==> config.mk <==
export PLATFORM = sky130hd
export DESIGN_NAME = sweep_ctrl
export DESIGN_NICKNAME = d
export VERILOG_FILES = /design/src/rtl/sweep_pkg.sv /design/src/rtl/sweep_prescaler.sv /design/src/rtl/sweep_ctrl.sv
export SDC_FILE = /design/constraint.sdc
export NUM_CORES = 1
export LEC_CHECK = 0
export ABC_AREA = 1
export BUFFER_PORTS_ARGS = -buffer_cell sky130_fd_sc_hd__buf_2
export CAP_MARGIN = 0
export CORE_ASPECT_RATIO = 2
export CORE_MARGIN = 4
export CORE_UTILIZATION = 35
export CTS_CLUSTER_DIAMETER = 100
export DETAILED_ROUTE_END_ITERATION = 7
export GPL_TIMING_DRIVEN = 0
export PLACE_DENSITY = 0.59
export SLEW_MARGIN = 20
export SYNTH_ARGS = -nofsm -noshare
export SYNTH_HDL_FRONTEND = slang
export SYNTH_HIERARCHICAL = 1
export SYNTH_SLANG_ARGS = --single-unit
==> constraint.sdc <==
create_clock -name clk -period 9.4 [get_ports clk]
set_clock_uncertainty 0.15 [all_clocks]
set_input_delay 1.88 -clock clk [delete_from_list [all_inputs] [get_ports clk]]
set_output_delay 1.88 -clock clk [all_outputs]
set_load 0.02 [all_outputs]
==> src/rtl/sweep_pkg.sv <==
// Shared types for the sweep sequencer: FSM state encoding and sweep mode values.
package sweep_pkg;

  typedef enum logic [1:0] {
    StIdle,
    StUp,
    StDown
  } state_e;

  localparam logic MODE_ONESHOT = 1'b0;
  localparam logic MODE_BOUNCE  = 1'b1;

endpackage

==> src/rtl/sweep_prescaler.sv <==
// Step-rate prescaler: counts 0..div and raises tick on the terminal count, then wraps.
module sweep_prescaler #(
  parameter int unsigned DIVW = 8
) (
  input  logic            clk,
  input  logic            rst,
  input  logic            clear,
  input  logic [DIVW-1:0] div,
  output logic            tick
);

  localparam logic [DIVW-1:0] One = DIVW'(1);

  logic [DIVW-1:0] cnt_q;

  assign tick = (cnt_q == div);

  always_ff @(posedge clk) begin
    if (rst || clear) begin
      cnt_q <= '0;
    end else if (tick) begin
      cnt_q <= '0;
    end else begin
      cnt_q <= cnt_q + One;
    end
  end

endmodule

==> src/rtl/sweep_ctrl.sv <==
// Up/down sweep sequencer: one-shot or triangle sweep of count between lo and hi limits,
// stepping every div+1 cycles, with a valid/ready config port and start/stop strobes.
module sweep_ctrl
  import sweep_pkg::*;
#(
  parameter int unsigned WIDTH = 8,
  parameter int unsigned DIVW  = 8
) (
  input  logic             clk,
  input  logic             rst,
  input  logic             cfg_valid,
  output logic             cfg_ready,
  input  logic [WIDTH-1:0] cfg_lo,
  input  logic [WIDTH-1:0] cfg_hi,
  input  logic [DIVW-1:0]  cfg_div,
  input  logic             cfg_mode,
  input  logic             start,
  input  logic             stop,
  output logic [WIDTH-1:0] count,
  output logic             dir,
  output logic             busy,
  output logic             done,
  output logic             period,
  output logic             err
);

  localparam logic [WIDTH-1:0] One = WIDTH'(1);

  state_e           state_q;
  logic [WIDTH-1:0] lo_q, hi_q, count_q;
  logic [DIVW-1:0]  div_q;
  logic             mode_q;
  logic             dir_q, busy_q, done_q, period_q, err_q;

  logic             cfg_fire;
  logic [WIDTH-1:0] eff_lo, eff_hi;
  logic             tick;

  assign cfg_ready = (state_q == StIdle);
  assign cfg_fire  = cfg_valid && cfg_ready;

  // A config word arriving with start takes effect for that start.
  assign eff_lo = cfg_fire ? cfg_lo : lo_q;
  assign eff_hi = cfg_fire ? cfg_hi : hi_q;

  // Held clear while idle so the first step lands div+1 cycles after start.
  sweep_prescaler #(
    .DIVW(DIVW)
  ) u_prescaler (
    .clk  (clk),
    .rst  (rst),
    .clear(state_q == StIdle),
    .div  (div_q),
    .tick (tick)
  );

  always_ff @(posedge clk) begin
    if (rst) begin
      state_q  <= StIdle;
      lo_q     <= '0;
      hi_q     <= '1;
      div_q    <= '0;
      mode_q   <= MODE_ONESHOT;
      count_q  <= '0;
      dir_q    <= 1'b1;
      busy_q   <= 1'b0;
      done_q   <= 1'b0;
      period_q <= 1'b0;
      err_q    <= 1'b0;
    end else begin
      done_q   <= 1'b0;
      period_q <= 1'b0;
      err_q    <= 1'b0;

      if (cfg_fire) begin
        lo_q   <= cfg_lo;
        hi_q   <= cfg_hi;
        div_q  <= cfg_div;
        mode_q <= cfg_mode;
      end

      unique case (state_q)
        StIdle: begin
          if (start && !stop) begin
            if (eff_lo > eff_hi) begin
              err_q <= 1'b1;
            end else begin
              count_q <= eff_lo;
              dir_q   <= 1'b1;
              busy_q  <= 1'b1;
              state_q <= StUp;
            end
          end
        end
        StUp: begin
          if (stop) begin
            busy_q  <= 1'b0;
            state_q <= StIdle;
          end else if (tick) begin
            if (count_q < hi_q) begin
              count_q <= count_q + One;
            end else if (mode_q == MODE_ONESHOT) begin
              done_q  <= 1'b1;
              busy_q  <= 1'b0;
              state_q <= StIdle;
            end else if (lo_q == hi_q) begin
              period_q <= 1'b1;
            end else begin
              count_q <= hi_q - One;
              dir_q   <= 1'b0;
              state_q <= StDown;
            end
          end
        end
        StDown: begin
          if (stop) begin
            busy_q  <= 1'b0;
            state_q <= StIdle;
          end else if (tick) begin
            if (count_q > lo_q) begin
              count_q <= count_q - One;
            end else begin
              count_q  <= lo_q + One;
              dir_q    <= 1'b1;
              period_q <= 1'b1;
              state_q  <= StUp;
            end
          end
        end
        default: begin
          busy_q  <= 1'b0;
          state_q <= StIdle;
        end
      endcase
    end
  end

  assign count  = count_q;
  assign dir    = dir_q;
  assign busy   = busy_q;
  assign done   = done_q;
  assign period = period_q;
  assign err    = err_q;

endmodule

==> metrics, run 1 <==
Synth async-reset ratio 0%; Syn Inst Count 609; vias in the first global route 3,998; Util after Layout 40.92%; routed wire length per instance 14.75 um; CP peak stage delay 0.42 ns; critical path's most frequent cell nand2_1; post-CTS sizing 0; Setup crit end kind flop; Post-Syn Area 3867 um2; Post-CTS Setup Inserts 0; Crit path arrival time 4.95 ns; FP Rows 54; DP Cell Count 792; H-tree depth 2; Post-Syn Nets 671; Main synth FF type dfxtp_1; core area 10,880 um2; number of DRC markers in iteration 0 237; buffers added on ports 43; critical path, cell by cell buf_2 -> nand2_1 -> clkbuf_1 -> clkbuf_1 -> o21ai_0 -> ha_1 -> a21o_1 -> nor2_1 -> nand2_1 -> nand2_1 -> nand2_1 -> nor2_4 -> nand2_4 -> buf_12 -> nor2_1 -> nand2_1 -> a21oi_1; maxcap violations 0; Layout Nets 721; Syn. warnings 6; DP HPWL 9789 um; delay-heaviest family, CP simple AND/OR/NAND/NOR gates; Initial Util 35.55%; first-pass GRT wire length 19,050 um; Synth area leaders dfxtp_1 (25%), nand2_1 (17%), ha_1 (10%), nand3_1 (8.0%), nor2_1 (7.5%); setup TNS 0 ns; vias per cell 4.861; worst ir drop on vdd 0.1403 mV; relative slew slack 54.11%; CP max FO 10; Vias 3,889; top-area cell type share of the netlist area 24.85%; worst endpoint required time 9.48 ns; TritonCTS clock tree done; Post-DRT Antenna Nets 0; die area 12,900 um2; number of antenna diodes 0; Hold Vio Cnt, Final 0; reg2reg path depth 18; Synth area leader dfxtp_1; static leakage 0.002177 uW; WHS Path Cells 2; Tcrit/Tclk final 51.81%; most numerous cell in the Yosys netlist nand2_1; initial antenna violation count 0; unrepaired setup endpoints after global routing false; Post-synth top cells nand2_1 (173), nor2_1 (77), inv_1 (68); EDFF count, synth 0; Worst-Margin Slew 0.6883 ns; post-synthesis sequential area ratio 24.85%; chip height 156.7 um; GPL Wtd Cong 0.9253; Crit Path Class in -> reg; # clock sinks 48; Hold Crit Class reg -> reg; Seq cells post-synth 48; Max Slew Vio Count 0; crit path launch type input port; worst-skew pair later-pin latency 0.30 ns; area delta synth->final 15.11%; status completed; layout cells sized above 1 14.70%; DRT Pass-1 Iters 4; Bufs and invs on worst path 4; CTS Buffer Depth 2; Critical Path Stages 17; Crit-path slowest cell clkbuf_1; clock-pin slew on the worst setup and hold paths 0.07 ns; PwrDens 309.5 nW/um2; Layout Cells excl Fill 800; # setup viols final 0; hold buffers post-CTS 0; wirelength, routed 11,800 um; Die X 82.33 um; GRT Overall Usage 19.33%; largest net degree at the start of global routing 17; FMAX 205.3 MHz; IO Count 44; fin crit period 4.870 ns; DRC Markers 0; Syn Area/Cell 6.351 um2; root buffer cell clkbuf_16; total CTS buffers 5; post-synthesis cell type count 36; grt total ovfl 0
## worst paths after layout
kind | slack [ns] | from | to
setup reg to reg | 5.38 | state_q[0] | count[5]
hold / removal | 0.32 | busy | busy
hold reg to reg | 0.32 | busy | busy
setup / recovery | 4.53 | cfg_valid | count[5]
## layout by cell type (no fill, tap or decap), drive strengths merged, types with 2 or more instances in the layout
cell type,Yosys,final
a21oi,20,20
clkbuf,9,14
bufinv,0,2
buf,10,53
o21ai,30,30
xor2,15,15
ha,32,32
inv,75,76
nand4,8,8
dfxtp,48,48
nor2,89,89
nand3b,2,2
nand2,183,183
xnor2,11,11
nor3,6,6
a21o,2,2
nand3,63,63
## routing by layer
layer,track usage [%],part of all wire [%],vias up
met5,0,0,-
met4,11.25,5.6,0
met3,1.843,3.0,37
met2,37.14,56,98
met1,18.88,35,1732
li1,-,-,2022
## per-stage QoR
step / worst slack (ns) / total power, uW / hold WS, ns / instance area [um2]
after floorplan: 5.202 / 917.5 / 0.3111 / 3867
after detailed placement: 4.150 / 1140 / 0.3045 / 4258
after global placement: 4.158 / 1128 / 0.2957 / 4258
after CTS: 4.446 / 1388 / 0.3213 / 4452
final: 4.530 / 1378 / 0.3153 / 4452
after global routing: 4.182 / 1520 / 0.3384 / 4452
## worst reg2reg max path: stages, from the launching register on
cell and delay (ns):
dfxtp_1 0.38, inv_1 0.08, ha_1 0.31, nand2_1 0.23
clkbuf_1 0.39, clkbuf_1 0.42, o21ai_0 0.21, ha_1 0.33
a21o_1 0.18, nor2_1 0.21, nand2_1 0.08, nand2_1 0.12
nand2_1 0.14, nor2_4 0.16, nand2_4 0.12, buf_12 0.17
nor2_1 0.09, nand2_1 0.07, a21oi_1 0.11
## report_power, final
group          switching, uW  internal, uW  leakage (uW)
logic                    534           288       0.00169
clock network           88.5           154     0.0000944
registers               63.9           251      0.000394
total                    686           692       0.00218
## cell families (layout without fill, tap and decap cells)
logic type,Yosys count,after routing,share of synthesized area [%]
compound gates,56,56,8.153
xor+xnor,26,26,5.888
fa+ha+maj,32,32,10.35
buf+inv,95,146,10.74
flops,48,48,24.85
simple gates,352,352,40.02
## state kept, by name (all words and copies together), names as in the netlist
| signal | cells |
|---|---|
| done | 1 |
| dir | 1 |
| div_q | 8 |
| mode_q | 1 |
| state_q | 2 |
| lo_q | 8 |
| err | 1 |
| period | 1 |
| busy | 1 |
| u_prescaler/cnt_q | 8 |
| count | 8 |
| hi_q | 8 |
## final cells by class
class / instances / area, um2
fill: 1180 / 6426
multi-input combinational: 466 / 2491
sequential: 48 / 960.9
inverter: 76 / 285.3
timing repair buffer: 43 / 215.2
tap: 140 / 175.2
buffer: 19 / 130.1
clock buffer: 5 / 125.1
clock inverter: 3 / 68.82
Power figures use the tool's default switching activity.
==> run 2, diff against run 1 <==
==> constraint.sdc (replaced) <==
create_clock -name clk -period 4.95 [get_ports clk]
set_clock_uncertainty 0.15 [all_clocks]
set_input_delay 0.99 -clock clk [delete_from_list [all_inputs] [get_ports clk]]
set_output_delay 0.99 -clock clk [all_outputs]
set_load 0.02 [all_outputs]
==> run 2 against run 1 <==
  * Flip-flop and latch count unchanged
  * First-iteration DRC count is 5.5% lower
  * Clock-buffer cell count stayed put
  * Worst setup slack got worse by 3.6 ns
  * Via count barely moved
  * Critical path type is now reg -> reg
  * Largest cell class unchanged
  * Highest routed layer unchanged
==> metrics, run 2 (synthesis gave the netlist of run 1 again) <==
unrepaired setup endpoints after global routing false (unchanged); hold path startpoint busy (unchanged); vias in the first global route 3,997 (was 3,998); static leakage 0.002177 uW (unchanged); core area 10,880 um2 (unchanged); Tcrit/Tclk final 81.69%; TritonCTS clock tree done (unchanged); H-tree depth 2 (unchanged); reg2reg path depth 18 (unchanged); area delta synth->final 15.11% (unchanged); setup slack after layout 0.9065 ns (was 4.530 ns); CP peak stage delay 0.42 ns (about the same); Crit Path Class reg -> reg (was in -> reg); DP HPWL 9789 um (unchanged); buffers added on ports 43 (unchanged); Post-DRT Antenna Nets 0 (unchanged); Die X 82.33 um (unchanged); layout cells sized above 1 14.70% (unchanged); Hold Path End busy (unchanged); met2 WL 6591 um (was 6609 um); reg2reg start state_q[1] (was state_q[0]); maxcap violations 0 (unchanged); GRT Overall Usage 19.35% (was 19.33%); total CTS buffers 5 (unchanged); post-CTS sizing 0 (unchanged); worst ir drop on vdd 0.2661 mV (was 0.1403 mV); die area 12,900 um2 (unchanged); DRC Markers 0 (unchanged); reg-to-reg endpoint count[5] (unchanged); grt total ovfl 0 (unchanged); IO Count 44 (unchanged); FMAX 247.3 MHz; relative slew slack 53.57% (was 54.11%); DP Cell Count 792 (unchanged); crit path launch type flop (was input port); setup TNS 0 ns (unchanged); critical path's most frequent cell nand2_1 (unchanged); Initial Util 35.55% (unchanged); PwrDens 587.9 nW/um2 (was 309.5 nW/um2); R2R setup slack 0.91 ns (was 5.38 ns); Max Slew Vio Count 0 (unchanged); met3 wire len 289 um (was 352 um); total power 2617 uW (was 1378 uW); initial antenna violation count 0 (unchanged); status completed (unchanged); WHS Path Cells 2 (unchanged); largest net degree at the start of global routing 17 (unchanged); DRT Pass-1 Iters 4 (unchanged); vias per cell 4.858 (was 4.861); number of DRC markers in iteration 0 224 (was 237); commonest non-fill, non-tap cell in the layout nand2_1 (unchanged); wirelength, routed 11,760 um (was 11,800 um); CP Launch Point state_q[1] (was cfg_valid); hold buffers post-CTS 0 (unchanged); GPL Wtd Cong 0.9253 (unchanged); number of antenna diodes 0 (unchanged); FP Rows 54 (unchanged); Post-CTS Setup Inserts 0 (unchanged); delay-heaviest family, CP simple AND/OR/NAND/NOR gates (unchanged); Layout Nets 721 (unchanged); Hold Crit Class reg -> reg (unchanged); CP max FO 10 (unchanged); fin crit period 4.044 ns; first-pass GRT wire length 19,040 um (was 19,050 um); Worst-Margin Slew 0.6965 ns (was 0.6883 ns); most frequent cells in the layout nand2_1 (173), nor2_1 (77), inv_1 (68), nand3_1 (62), dfxtp_1 (48) (unchanged); CTS Buffer Depth 2 (unchanged); Routed met1 length 4226 um (was 4183 um); chip height 156.7 um (unchanged); Layout Cells excl Fill 800 (unchanged); # setup viols final 0 (unchanged); Bufs and invs on worst path 4 (unchanged); Crit-path slowest cell clkbuf_1 (unchanged); worst endpoint required time 5.03 ns (was 9.48 ns); routed wire length per instance 14.70 um (was 14.75 um); Setup crit end kind flop (unchanged); Post-Place Worst Slack 0.5900 ns (was 4.150 ns); critical path, cell by cell inv_1 -> ha_1 -> nand2_1 -> clkbuf_1 -> clkbuf_1 -> o21ai_0 -> ha_1 -> a21o_1 -> nor2_1 -> nand2_1 -> nand2_1 -> nand2_1 -> nor2_4 -> nand2_4 -> buf_12 -> nor2_1 -> nand2_1 -> a21oi_1 (was buf_2 -> nand2_1 -> clkbuf_1 -> clkbuf_1 -> o21ai_0 -> ha_1 -> a21o_1 -> nor2_1 -> nand2_1 -> nand2_1 -> nand2_1 -> nor2_4 -> nand2_4 -> buf_12 -> nor2_1 -> nand2_1 -> a21oi_1); top sig layer met4 (unchanged); worst-skew pair later-pin latency 0.30 ns (about the same); Hold Vio Cnt, Final 0 (unchanged); clock-pin slew on the worst setup and hold paths 0.07 ns (about the same); Fill cells 1,180 (unchanged); root buffer cell clkbuf_16 (unchanged); Crit path arrival time 4.12 ns (was 4.95 ns); Vias 3,886 (was 3,889); # clock sinks 48 (unchanged)
==> run 2: cell counts in the layout (fill, tap and decap cells not counted) <==
No cell type changed its count.
==> run 2: stage by stage <==
step           area [um2]  utilization (%)  hold WS, ns
2_1_floorplan        3867                -       0.3111
3_3_place_gp         4258            39.14       0.2957
3_5_place_dp         4258            39.14       0.3045
4_1_cts              4452            40.92       0.3213
5_1_grt              4452            40.92       0.3384
6_report             4452            40.92       0.3153
==> run 2: worst max path at each step <==
| stage | cells after the start | slack (ns) | to |
|---|---|---|---|
| detailed placement | 17 | 0.59 | count[5] |
| finish | 18 | 0.91 | count[5] |
| floorplan | 16 | 1.64 | count[6] |
| global route | 18 | 0.53 | count[6] |
| CTS | 18 | 0.84 | count[5] |
| global placement | 17 | 0.60 | count[5] |
==> run 2: worst register-to-register path, delay by kind of cell (launching register included) <==
family | cells | cell delay, ns
AOI/OAI and AO/OA | 3 | 0.50
adders and majority gates | 2 | 0.63
buffers and inverters | 4 | 1.07
DFF | 1 | 0.39
and+or+nand+nor | 9 | 1.22
==> run 2: area by class of cell <==
class | instances | area [um2] | area share (%)
multi-input cells | 466 | 2491 | 55.96
flip-flops and latches | 48 | 960.9 | 21.59
inverters | 76 | 285.3 | 6.408
repair buffers | 43 | 215.2 | 4.834
well taps | 140 | 175.2 | 3.935
plain buffers | 19 | 130.1 | 2.923
clock buffers | 5 | 125.1 | 2.811
clock inverters | 3 | 68.82 | 1.546
==> run 2: metal layers <==
| layer | global-route usage, % | vias up |
|---|---|---|
| met3 | 1.901 | 39 |
| met1 | 18.88 | 1737 |
| li1 | - | 2023 |
| met2 | 37.10 | 87 |
| met4 | 11.33 | 0 |
| met5 | 0 | - |
==> run 2: where the power goes <==
part / switching (uW) / leakage (uW) / internal, uW
registers: 121 / 0.000394 / 476
logic: 1010 / 0.00169 / 546
clock network: 170 / 0.0000944 / 292
==> run 3, diff against run 2 <==
--- a/config.mk
+++ b/config.mk
@@ -5,7 +5,7 @@
 export SDC_FILE = /design/constraint.sdc
 export NUM_CORES = 1
 export LEC_CHECK = 0
-export ABC_AREA = 1
+export ABC_AREA = 0
 export BUFFER_PORTS_ARGS = -buffer_cell sky130_fd_sc_hd__buf_2
 export CAP_MARGIN = 0
 export CORE_ASPECT_RATIO = 2
@@ -14,7 +14,7 @@
 export CTS_CLUSTER_DIAMETER = 100
 export DETAILED_ROUTE_END_ITERATION = 7
 export GPL_TIMING_DRIVEN = 0
-export PLACE_DENSITY = 0.59
+export PLACE_DENSITY = 0.6
 export SLEW_MARGIN = 20
 export SYNTH_ARGS = -nofsm -noshare
 export SYNTH_HDL_FRONTEND = slang
==> constraint.sdc (replaced) <==
create_clock -name clk -period 3.95 [get_ports clk]
set_clock_uncertainty 0.15 [all_clocks]
set_input_delay 0.79 -clock clk [delete_from_list [all_inputs] [get_ports clk]]
set_output_delay 0.79 -clock clk [all_outputs]
set_load 0.02 [all_outputs]
==> run 3 against run 2 <==
  * Maximum frequency increased by 7.5%
  * Largest cell class unchanged
  * Register-to-register slack lost 0.72 ns
  * Worst hold slack improved by 0.0017 ns
  * Critical path type unchanged
  * First-iteration DRC count grew 4.9%
  * Clock-buffer cell count up 2
  * Final cell count is 20% lower
  * Largest power group unchanged
  * Synthesized area shrank 4.9%
  * Global-route usage is 0.78 points higher
  * Via count decreased by 8.5%
==> metrics, run 3 <==
clock-pin slew on the worst setup and hold paths 0.07 ns (about the same); worst ir drop on vdd 0.3315 mV (was 0.2661 mV); Seq cells post-synth 48 (unchanged); most numerous cell in the Yosys netlist nand2_1 (unchanged); top sig layer met4 (unchanged); Main synth FF type dfxtp_1 (unchanged); root buffer cell clkbuf_16 (unchanged); Die X 80.51 um (was 82.33 um); R2R setup slack 0.19 ns (was 0.91 ns); die area 12,320 um2 (was 12,900 um2); initial antenna violation count 0 (unchanged); most frequent cells in the layout buf_2 (51), nand2_1 (50), dfxtp_1 (48), inv_1 (32), ha_1 (31) (was nand2_1 (173), nor2_1 (77), inv_1 (68), nand3_1 (62), dfxtp_1 (48)); Setup crit end kind flop (unchanged); status completed (unchanged); post-synthesis compound-gate area fraction 22.00% (was 8.153%); setup TNS 0 ns (unchanged); Syn Area/Cell 8.195 um2 (was 6.351 um2); Adder-Cell Fraction of Synth Area 10.88% (was 10.35%); met2 WL 6545 um (was 6591 um); PwrDens 673.9 nW/um2 (was 587.9 nW/um2); commonest non-fill, non-tap cell in the layout buf_2 (was nand2_1); Util after Layout 41.95% (was 40.92%); H-tree depth 2 (unchanged); post-synthesis sequential area ratio 26.11% (was 24.85%); DRC Markers 0 (unchanged); hold buffers post-CTS 0 (unchanged); maxcap violations 0 (unchanged); Post-Syn Nets 511 (was 671); CTS Buffer Depth 2 (unchanged); top-area cell type share of the netlist area 26.11% (was 24.85%); Worst-Margin Slew 0.9034 ns (was 0.6965 ns); total CTS buffers 5 (unchanged); unrepaired setup endpoints after global routing false (unchanged); Crit-path slowest cell o41a_2 (was clkbuf_1); routed wire length per instance 18.52 um (was 14.70 um); Crit Path Class reg -> reg (unchanged); vias in the first global route 3,713 (was 3,997); FMAX 265.9 MHz (was 247.3 MHz); reg2reg start state_q[0] (was state_q[1]); Synth area leaders dfxtp_1 (26%), ha_1 (11%), nand2_1 (5.1%), xor2_1 (4.8%), xnor2_1 (4.3%) (was dfxtp_1 (25%), nand2_1 (17%), ha_1 (10%), nand3_1 (8.0%), nor2_1 (7.5%)); FP Rows 52 (was 54); Hold Path End div_q[6] (was busy); largest net degree at the start of global routing 15 (was 17); Layout Nets 564 (was 721); area delta synth->final 16.46% (was 15.11%); DRT Pass-1 Iters 4 (unchanged); relative slew slack 39.27% (was 53.57%); main combinational cell family by area after synthesis simple AND/OR/NAND/NOR gates (unchanged); Post-synth top cells nand2_1 (50), dfxtp_1 (48), ha_1 (32), inv_1 (32), a21oi_1 (29) (was nand2_1 (173), nor2_1 (77), inv_1 (68)); # setup viols final 0 (unchanged); Syn Inst Count 449 (was 609); Hold Vio Cnt, Final 0 (unchanged); Syn. warnings 6 (unchanged); XOR/XNOR share of the synthesized area 9.045% (was 5.888%); critical path's most frequent cell buf_4 (was nand2_1); number of DRC markers in iteration 0 235 (was 224); worst endpoint required time 3.99 ns (was 5.03 ns); IO Count 44 (unchanged); hold path startpoint div_q[6] (was busy); Routed met1 length 4038 um (was 4226 um); Vias 3,555 (was 3,886); static leakage 0.001783 uW (was 0.002177 uW); critical path, cell by cell inv_1 -> ha_4 -> and2_1 -> clkbuf_4 -> buf_4 -> buf_6 -> mux2i_2 -> ha_1 -> nand4_1 -> buf_4 -> a21oi_1 -> o41a_2 -> a2111o_1 -> a211o_1 (was inv_1 -> ha_1 -> nand2_1 -> clkbuf_1 -> clkbuf_1 -> o21ai_0 -> ha_1 -> a21o_1 -> nor2_1 -> nand2_1 -> nand2_1 -> nand2_1 -> nor2_4 -> nand2_4 -> buf_12 -> nor2_1 -> nand2_1 -> a21oi_1); CP peak stage delay 0.52 ns (was 0.42 ns); Synth Area in Simple Gates 22.17% (was 40.02%); Tcrit/Tclk final 95.20% (was 81.69%); crit path launch type flop (unchanged); GRT Overall Usage 20.12% (was 19.35%); multiplexer share of the synthesized area 3.808% (was 0%); WHS Path Cells 2 (unchanged); grt total ovfl 0 (unchanged); TritonCTS clock tree done (unchanged); buffers added on ports 43 (unchanged); GPL Wtd Cong 0.9152 (was 0.9253); core area 10,210 um2 (was 10,880 um2); # clock sinks 48 (unchanged); layout cells sized above 1 19.28% (was 14.70%); worst-skew pair later-pin latency 0.29 ns (was 0.30 ns); post-synthesis cell type count 71 (was 36); chip height 153.0 um (was 156.7 um); EDFF count, synth 0 (unchanged); Hold Crit Class reg -> reg (unchanged); Post-DRT Antenna Nets 0 (unchanged); met3 wire len 377 um (was 289 um); reg2reg path depth 14 (was 18); reg-to-reg endpoint dir (was count[5]); fin crit period 3.760 ns (was 4.044 ns); first-pass GRT wire length 19,110 um (was 19,040 um); hold slack 0.3170 ns (was 0.3153 ns); Synth async-reset ratio 0% (unchanged); Max Slew Vio Count 0 (unchanged); wirelength, routed 11,820 um (was 11,760 um); Initial Util 36.02% (was 35.55%); CP max FO 10 (unchanged); vias per cell 5.572 (was 4.858); DP HPWL 9611 um (was 9789 um); number of antenna diodes 0 (unchanged); Crit path arrival time 3.80 ns (was 4.12 ns); Synth area leader dfxtp_1 (unchanged); Post-Syn Area 3680 um2 (was 3867 um2)
## run 3: cell count changes after synthesis, moves of 8 or more
cell      previous run  this run
nand2_1            173        50
inv_1               68        32
nor4_1               0         8
nor2_1              77        26
buf_2                2        11
o21ai_0             30        12
mux2i_1              0        14
nand3_1             62        15
a211oi_1             0        15
a21oi_1             16        29
## run 3: layout make-up
cell class	instances	area [um2]
tap	135	168.9
clock buffer	7	142.6
sequential	48	960.9
timing repair buffer	46	237.7
inverter	32	120.1
clock inverter	1	7.507
multi-input combinational	348	2536
buffer	21	111.4
fill	1066	5929
## run 3: worst max-delay path by stage
stage	from	endpoint
3_5_place_dp	state_q[0]	count[6]
5_1_grt	state_q[0]	dir
6_report	state_q[0]	dir
2_1_floorplan	state_q[0]	dir
3_3_place_gp	state_q[0]	count[6]
4_1_cts	state_q[0]	dir
## run 3: timing repair
action / in CTS / in global routing
endpoints found under the setup margin: 11 / 6
resized for setup: 7 / 6
setup buffers: 2 / 1
pin swaps: 2 / 1
## run 3: logic make-up after synthesis
group / after synthesis
muxes: 14
xor gates and xnor gates: 38
and+or+nand+nor: 154
adders and majority gates: 32
AOI/OAI and AO/OA: 110
DFF: 48
buffers and inverters: 53
## run 3: layer usage
layer / vias up / global-route usage, %
met5: - / 0
met2: 115 / 37.22
li1: 1739 / -
met1: 1653 / 20.07
met3: 48 / 2.002
met4: 0 / 13.94
## run 3: report_power, final
group / switching (uW) / internal, uW
combinational: 1090 / 652
sequential: 137 / 570
clock: 183 / 252
total: 1410 / 1470
## run 3: stage by stage
stage	instances	setup WS, ns	total power, uW	cell area (um2)
after global placement	627	-0.5433	2365	4064
after CTS	637	0.05214	2869	4250
after detailed placement	627	-0.6233	2392	4064
final	638	0.1897	2888	4285
after floorplan	449	0.3351	1885	3680
after global routing	638	0.03150	3105	4285
## run 3: worst max-delay path: cells and delay by family, from the launching register on
family,cells,cell delay (ns)
simple gates,2,0.25
flops,1,0.34
compound gates,4,1.19
mux,1,0.27
fa+ha+maj,2,0.54
buf+inv,5,0.90
